`config.mk`:
```
export PLATFORM = sky130hd
export DESIGN_NAME = pipe_stage_reg
export DESIGN_NICKNAME = d
export VERILOG_FILES = /design/src/rtl/cpu_pkg.sv /design/src/rtl/pipe_stage_reg_sat_counter.sv /design/src/rtl/pipe_stage_reg.sv
export SDC_FILE = /design/constraint.sdc
export NUM_CORES = 1
export LEC_CHECK = 0
export CAP_MARGIN = 20
export CELL_PAD_IN_SITES_DETAIL_PLACEMENT = 1
export CELL_PAD_IN_SITES_GLOBAL_PLACEMENT = 1
export CORE_UTILIZATION = 36
export CTS_CLUSTER_SIZE = 28
export DETAILED_ROUTE_END_ITERATION = 7
export PLACE_DENSITY_LB_ADDON = 0.1
export SLEW_MARGIN = 20
export SYNTH_ARGS = -nofsm -noshare
export SYNTH_HDL_FRONTEND = slang
export SYNTH_HIERARCHICAL = 1
export SYNTH_SLANG_ARGS = --single-unit
```
`constraint.sdc`:
```
create_clock -name clk -period 4.43 [get_ports clk]
set_input_delay 0.886 -clock clk [delete_from_list [all_inputs] [get_ports clk]]
set_output_delay 0.886 -clock clk [all_outputs]
set_load 0.02 [all_outputs]
```
`src/rtl/cpu_pkg.sv`:
```
// cpu_pkg
// Shared constants for the pipeline. Holds the classic zero and disable
// encodings, the stall-vector bit index of every stage, the default ctrl
// vector width, and the NOP payload for each inter-stage boundary. The NOP
// payloads are built from the same fields the decoder uses, so a bubble
// looks exactly like a decoded "do nothing" instruction downstream.
// It also holds the enum that names the per-cycle action of a boundary
// register.
// No ports (package).
package cpu_pkg;

    // Basic encodings
    localparam logic [31:0] ZeroWord     = 32'h0000_0000;
    localparam logic        RstEnable    = 1'b1;
    localparam logic [4:0]  NOPRegAddr   = 5'b00000;
    localparam logic        WriteDisable = 1'b0;
    localparam logic [7:0]  EXE_NOP_OP   = 8'b0000_0000;
    localparam logic [2:0]  EXE_RES_NOP  = 3'b000;

    // Bit index of each stage in the ctrl stall vector
    localparam int STG_PC  = 0;
    localparam int STG_IF  = 1;
    localparam int STG_ID  = 2;
    localparam int STG_EX  = 3;
    localparam int STG_MEM = 4;
    localparam int STG_WB  = 5;

    localparam int CTRL_W_DEF = 6;

    // IF/ID payload: {pc, instruction}
    localparam int IFID_W = 64;
    localparam logic [IFID_W-1:0] IFID_NOP = {ZeroWord, ZeroWord};

    // ID/EX payload: {aluop, alusel, reg1, reg2, wd, wreg}
    localparam int IDEX_W = 81;
    localparam logic [IDEX_W-1:0] IDEX_NOP = {EXE_NOP_OP, EXE_RES_NOP,
                                              ZeroWord, ZeroWord,
                                              NOPRegAddr, WriteDisable};

    // EX/MEM and MEM/WB payload: {wd, wreg, wdata}
    localparam int EXMEM_W = 38;
    localparam logic [EXMEM_W-1:0] EXMEM_NOP = {NOPRegAddr, WriteDisable, ZeroWord};
    localparam int MEMWB_W = 38;
    localparam logic [MEMWB_W-1:0] MEMWB_NOP = {NOPRegAddr, WriteDisable, ZeroWord};

    // What a boundary register does on a given cycle (reset aside)
    typedef enum logic [1:0] {
        ACT_ADVANCE = 2'd0,
        ACT_HOLD    = 2'd1,
        ACT_BUBBLE  = 2'd2,
        ACT_FLUSH   = 2'd3
    } stage_action_t;

endpackage

```
`src/rtl/pipe_stage_reg_sat_counter.sv`:
```
// sat_counter
// Saturating up-counter used for the boundary performance counters.
// Sticks at all-ones instead of wrapping so a long run never reads as short.
// Ports:
//   clk  in        clock
//   rst  in        synchronous active-high reset, clears the count
//   inc  in        count this cycle
//   clr  in        load zero; beats inc, loses to rst
//   cnt  out CNT_W current count
module sat_counter
    import cpu_pkg::*;
#(
    parameter int CNT_W = 16
)(
    input  logic             clk,
    input  logic             rst,
    input  logic             inc,
    input  logic             clr,
    output logic [CNT_W-1:0] cnt
);

    logic [CNT_W-1:0] r_cnt;

    always_ff @(posedge clk) begin
        if (rst == RstEnable) begin
            r_cnt <= '0;
        end else if (clr) begin
            r_cnt <= '0;
        end else if (inc && (r_cnt != {CNT_W{1'b1}})) begin
            r_cnt <= r_cnt + 1'b1;
        end
    end

    assign cnt = r_cnt;

endmodule

```
`src/rtl/pipe_stage_reg.sv`:
```
// pipe_stage_reg
// Generic pipeline boundary register (IF/ID, ID/EX, EX/MEM, MEM/WB).
// Carries an opaque payload plus valid, and uses the ctrl stall vector to
// advance, hold or insert a bubble each cycle. Flush squashes the contents.
// Two saturating counters record stall cycles and inserted bubbles.
// All outputs come straight from flops.
// Ports:
//   clk         in             clock
//   rst         in             synchronous active-high reset
//   in_valid    in             producing stage has a valid instruction
//   in_data     in  DATA_W     producing stage payload
//   ctrl_stall  in  CTRL_W     stall vector, bit i = stage i stalls
//   flush       in             squash contents
//   cnt_clr     in             clear both perf counters
//   out_valid   out            registered valid
//   out_data    out DATA_W     registered payload
//   stall_cnt   out CNT_W      cycles with this stage stalled (not flushed)
//   bubble_cnt  out CNT_W      bubbles inserted
module pipe_stage_reg
    import cpu_pkg::*;
#(
    parameter int                DATA_W    = 32,
    parameter logic [DATA_W-1:0] NOP_VALUE = '0,
    parameter int                CTRL_W    = CTRL_W_DEF,
    parameter int                STAGE     = STG_ID,
    parameter int                CNT_W     = 16
)(
    input  logic              clk,
    input  logic              rst,
    input  logic              in_valid,
    input  logic [DATA_W-1:0] in_data,
    input  logic [CTRL_W-1:0] ctrl_stall,
    input  logic              flush,
    input  logic              cnt_clr,
    output logic              out_valid,
    output logic [DATA_W-1:0] out_data,
    output logic [CNT_W-1:0]  stall_cnt,
    output logic [CNT_W-1:0]  bubble_cnt
);

    logic              w_s_here;
    logic              w_s_next;
    logic [CTRL_W-1:0] w_ctrl_gap;
    stage_action_t     w_action;
    logic              w_stall_inc;
    logic              w_bubble_inc;

    logic              r_valid;
    logic [DATA_W-1:0] r_data;

    // The last stage has no consumer that can stall, so it never holds.
    generate
        if ((STAGE < 0) || (STAGE >= CTRL_W)) begin : g_bad_stage
            $error("pipe_stage_reg: STAGE %0d outside 0..%0d", STAGE, CTRL_W - 1);
            assign w_s_here = 1'b0;
            assign w_s_next = 1'b0;
        end else if (STAGE == CTRL_W - 1) begin : g_last_stage
            assign w_s_here = ctrl_stall[STAGE];
            assign w_s_next = 1'b0;
        end else begin : g_mid_stage
            assign w_s_here = ctrl_stall[STAGE];
            assign w_s_next = ctrl_stall[STAGE + 1];
        end
    endgenerate

    // Bit i of the gap vector is set when stage i+1 stalls but stage i does
    // not, which ctrl should never produce.
    assign w_ctrl_gap = (ctrl_stall >> 1) & ~ctrl_stall;

    always_ff @(posedge clk) begin
        if (rst != RstEnable) begin
            assert (w_ctrl_gap == '0);
        end
    end

    // Flush beats every stall combination; otherwise the pair of stall bits
    // picks the action.
    always_comb begin
        w_action = ACT_HOLD;
        if (flush) begin
            w_action = ACT_FLUSH;
        end else if (!w_s_here) begin
            w_action = ACT_ADVANCE;
        end else if (!w_s_next) begin
            w_action = ACT_BUBBLE;
        end
    end

    // An invalid instruction advances as a clean NOP payload rather than
    // leaking whatever the producer left on its data lines.
    always_ff @(posedge clk) begin
        if (rst == RstEnable) begin
            r_valid <= 1'b0;
            r_data  <= NOP_VALUE;
        end else begin
            case (w_action)
                ACT_FLUSH, ACT_BUBBLE: begin
                    r_valid <= 1'b0;
                    r_data  <= NOP_VALUE;
                end
                ACT_ADVANCE: begin
                    r_valid <= in_valid;
                    r_data  <= in_valid ? in_data : NOP_VALUE;
                end
                default: begin
                    r_valid <= r_valid;
                    r_data  <= r_data;
                end
            endcase
        end
    end

    assign out_valid = r_valid;
    assign out_data  = r_data;

    assign w_stall_inc  = w_s_here && (w_action != ACT_FLUSH);
    assign w_bubble_inc = (w_action == ACT_BUBBLE);

    sat_counter #(
        .CNT_W (CNT_W)
    ) u_stall_cnt (
        .clk (clk),
        .rst (rst),
        .inc (w_stall_inc),
        .clr (cnt_clr),
        .cnt (stall_cnt)
    );

    sat_counter #(
        .CNT_W (CNT_W)
    ) u_bubble_cnt (
        .clk (clk),
        .rst (rst),
        .inc (w_bubble_inc),
        .clr (cnt_clr),
        .cnt (bubble_cnt)
    );

endmodule

```
# After elaboration in Yosys (flattened, before gate mapping)
# Cells that the tools add are included.
[op_classes] addsub=2 eq_ne=5 n_mux=6 reduce_logical=7
[ops] operator="case mux 32 bit (2 select lines)" count=1
[ops] operator="adder 16 x 1 -> 16 bit, second input constant" count=2
[ops] operator="2-to-1 mux 32 bit" count=1
[ops] operator="inequality test 16 bit, second input constant" count=2
[ops] operator="2-to-1 mux 2 bit" count=3
[ops] operator="equality test 2 bit, second input constant" count=2
[ops] operator="OR reduction 2 bit" count=2
[ops] operator="logical AND 1 bit" count=3
[ops] operator="zero test 2 bit" count=1
[ops] operator="inequality test 2 bit, second input constant" count=1
[ops] operator="case mux 1 bit (2 select lines)" count=1
[ops] operator="nonzero test 2 bit" count=1
[totals] regBits=65 input_bits=43 output_inout_bits=65 wordCells=24

# Depth between registers and ports, before layout
[logic_depth] word_depth=6 ltp_mapped=7 mapped_depth_nobuf=6

# By module
# Netlist, hierarchy kept.
[modules_own_cells] module="sat_counter" instances=2 cells_per_inst=102 area_each_um2=917.1 seq_area_each_um2=320.3
[modules_own_cells] module="pipe_stage_reg" instances=1 cells_per_inst=79 area_each_um2=1108.6 seq_area_each_um2=660.6

# Worst setup path before layout
# No wires, ideal clock.
[synth_path] path_type="input-to-reg" start="in flush" end="reg u_bubble_cnt.r_cnt[12] (netlist: u_bubble_cnt/cnt[12])" setup_time_ps=91 t_arrival_ps=2154 required_ps=4339 setup_slack_ps=2185 stages=7 n_path_buf=1 cell_sequence="and2b_2 > nor2b_1 > and4_4 > and3_1 > buf_4 > a31oi_1 > a311oi_1"
[synth_between] elab_chain_len=3
[synth_lines] element="start, declared" line_no="pipe_stage_reg.sv:33" rtl="input logic flush,"
[synth_lines] element="2-to-1 mux 2 bit" line_no="pipe_stage_reg.sv:80" rtl="if (flush) begin"
[synth_lines] element="equality test 2 bit" line_no="pipe_stage_reg.sv:117" rtl="assign w_bubble_inc = (w_action == ACT_BUBBLE);"
[synth_lines] element="via w_bubble_inc" line_no="pipe_stage_reg.sv:46" rtl="logic w_bubble_inc;"
[synth_lines] element="logical AND 1 bit" line_no="pipe_stage_reg_sat_counter.sv:29" rtl="end else if (inc && (r_cnt != {CNT_W{1'b1}})) begin"
[synth_lines] element="end signal, assigned" line_no="pipe_stage_reg_sat_counter.sv:30" rtl="r_cnt <= r_cnt + 1'b1;"
[synth_lines] element="end, declared" line_no="pipe_stage_reg_sat_counter.sv:22" rtl="logic [CNT_W-1:0] r_cnt;"
# The timed path passes the listed nets, and every way through them passes these cells.
# A chain may end at the register's enable or synchronous reset.

# Final worst setup path
[layout_path] start="in flush" end="reg u_bubble_cnt.r_cnt[11] (netlist: u_bubble_cnt/cnt[11])"
# Same word-level chain as after synthesis.

==> insert_results.sql <==
INSERT INTO impl_metrics (metric_group, metric, value, unit) VALUES
('synth', 'synth_top_cell_by_area', 'dfxtp_1', ''),
('outcome', 'status', 'finished clean', ''),
('pwr', 'irDropWorstVdd', '0.142', 'mV'),
('place', 'dp_worst_setup_slack', '1270', 'ps'),
('global_routing', 'grt-ovfl-total', '0', ''),
('setup_path', 'rrSetupSlack', '2710', 'ps'),
('global_routing', 'total_global_route_track_usage', '18.6', '%'),
('sta', 'fin_tns_setup', '0', 'ps'),
('worst_hold_path', 'worstHoldPathType', 'reg2reg', ''),
('cts', 'clk_latency', '330', 'ps'),
('cts', 'cts_buffer_depth', '2', ''),
('finish', 'n_fill_cell', '883', ''),
('die', 'dieHeight', '92.4', 'um'),
('cts', 'clock_tree_from_tritoncts', 'yes', ''),
('finish', 'finish.net_count', '427', ''),
('global_routing', 'grt_first_pass_wirelength', '12.6', 'mm'),
('cts', 'cts_bufs_inserted', '9', ''),
('synth', 'asyncSetResetFlopFracSynth', '0', '%'),
('routing', 'drc', '0', ''),
('routing', 'wl_per_cell', '15.9', 'um'),
('sta', 'tightest_slew', '812', 'ps'),
('global_routing', 'number_of_global_route_vias_before_repair', '2544', ''),
('synth', 'synth_sequential_area_ratio', '44.2', '%'),
('sta', 'setup_viol', '0', ''),
('pwr', 'share_comb_of_total_power', '6.9', '%'),
('routing', 'route.detailed.vias_per_inst', '5.43', ''),
('die', 'rows', '32', ''),
('routing', 'ant_nets', '0', ''),
('die', 'fp.dieArea', '8540', 'um^2'),
('cts', 'post_cts_buffers', '0', ''),
('sta', 'worst_clock_skew', '4.50', 'ps'),
('pwr', 'seq_power_share', '45.7', '%'),
('place', 'gp_congestion', '0.743', ''),
('pwr', 'power.share.clock', '47.4', '%'),
('finish', 'postLayoutCellArea', '4220', 'um^2'),
('finish', 'most_used_cells_in_the_layout_excluding_fill_and_tap_cells', 'clkdlybuf4s50_1, dfxtp_1, nand2_1, a22o_2', ''),
('cts', 'cts_num_sinks', '65', ''),
('synth', 'netlist-cell-type-count', '44', ''),
('setup_path', 'critPathKind', 'in2reg', ''),
('synth', 'ys_warn_count', '6', ''),
('setup_path', 'maximum_fanout_encountered_on_the_critical_timing_path', '6', ''),
('die', 'number_of_top_level_design_ports', '108', ''),
('pwr', 'cellLeakagePower', '1.51', 'nW'),
('global_routing', 'grt_max_degree', '33', ''),
('finish', 'postLayoutCoreUtil', '54.0', '%'),
('setup_path', 'timing.critical_path.arrival', '3080', 'ps'),
('routing', 'initialDrtViolationCount', '75', ''),
('sta', 'timing.final.crit_share', '63.6', '%'),
('cts', 'clock-root-buffer', 'clkbuf_8', ''),
('cts', 'clock_tree.htree_level_count', '3', ''),
('die', 'die_x', '92.4', 'um'),
('synth', 'syn-num-nets', '328', ''),
('synth', 'ys.flop_type', 'dfxtp_1', ''),
('setup_path', 'crit_path_start_kind', 'input pin', ''),
('cts', 'cts_resized', '0', ''),
('pwr', 'p_sw_share', '20.6', '%'),
('routing', 'drt_first_pass_iters', '4', ''),
('die', 'core-area', '7810', 'um^2'),
('sta', 'worst_slew_margin_rel', '45.7', '%'),
('sta', 'worst_slack', '1610', 'ps'),
('setup_path', 'worst_ep_required_time', '4690', 'ps'),
('cts', 'cts.reportedPaths.clkPinSlew', '70', 'ps'),
('synth', 'cell_count_after_synthesis', '283', ''),
('pwr', 'power.total', '1.30', 'mW'),
('finish', 'layout-area-overhead-vs-synth', '43.3', '%'),
('place', 'dpl-instance-area', '3970', 'um^2'),
('pwr', 'net-switching-power', '268', 'uW'),
('pwr', 'cellInternalPower', '1.03', 'mW'),
('cts', 'holdBufCountCts', '0', ''),
('finish', 'post_route_cells_drive_above_1_share', '17.1', '%'),
('pwr', 'power.density_cell_area', '308', 'nW/um^2');
==> area by class of cell <==
| class | instances | share of cell area (%) |
|---|---|---|
| well taps | 102 | 3.03 |
| repair buffers | 105 | 24.8 |
| clock buffers | 11 | 3.35 |
| multi-input cells | 199 | 35.4 |
| clock inverters | 5 | 2.43 |
| flip-flops and latches | 65 | 30.9 |
| inverters | 2 | 0.178 |
==> worst max-delay path: stages <==
cell             delay (ps)
clkdlybuf4s50_1         530
and2b_2                 330
nor2b_1                 330
and3_1                  230
nand3_1                 210
a211oi_1                350
mux2i_1                 220
==> Yosys cell counts (6+ instances only) <==
master,instances
and3_1,6
nand2_1,26
dfxtp_1,65
nand4_1,6
a211oi_1,7
a22o_1,10
or3_1,8
a31oi_1,8
nand3_1,11
buf_6,10
mux2i_1,12
or3_2,6
o21ai_0,8
a22o_2,22
a21oi_1,12
==> power groups by stage <==
stage,sequential [mW],clock (mW),combinational [mW]
2_1_floorplan,0.615,0,0.0269
3_3_place_gp,0.607,0,0.0886
3_5_place_dp,0.608,0,0.0904
4_1_cts,0.594,0.634,0.0909
5_1_grt,0.595,0.656,0.0955
6_report,0.594,0.616,0.0896
==> state kept, by name, summed over array words and instances, names as in the netlist <==
register	flops
out_data	32
u_stall_cnt/cnt	16
u_bubble_cnt/cnt	16
out_valid	1
==> logic make-up (layout without fill, tap and decap cells) <==
family                     after synthesis  count (layout)  share of synthesized area (%)
buffers and inverters                   19             123                           5.61
and+or+nand+nor                         98              98                           21.7
DFF                                     65              65                           44.2
muxes                                   12              12                           4.08
adders and majority gates                2               2                          0.850
AOI/OAI and AO/OA                       87              87                           23.6
==> routing by layer <==
metal / part of all wire (%) / vias to the layer above / track usage, %
li1: - / 1294 / -
met1: 44 / 1302 / 22.7
met2: 51 / 47 / 32.2
met3: 2.8 / 10 / 3.78
met4: 1.4 / 0 / 6.38
met5: 0 / - / 0
==> worst paths after layout <==
kind / startpoint / to / cells after the start
worst max-delay path: flush / u_bubble_cnt/cnt[11] / 7
worst min-delay path: out_data[21] / out_data[21] / 1
worst max register to register: u_bubble_cnt/cnt[13] / u_bubble_cnt/cnt[1] / 4
worst min register to register: out_data[21] / out_data[21] / 1
(Power assumes the default switching activity.)
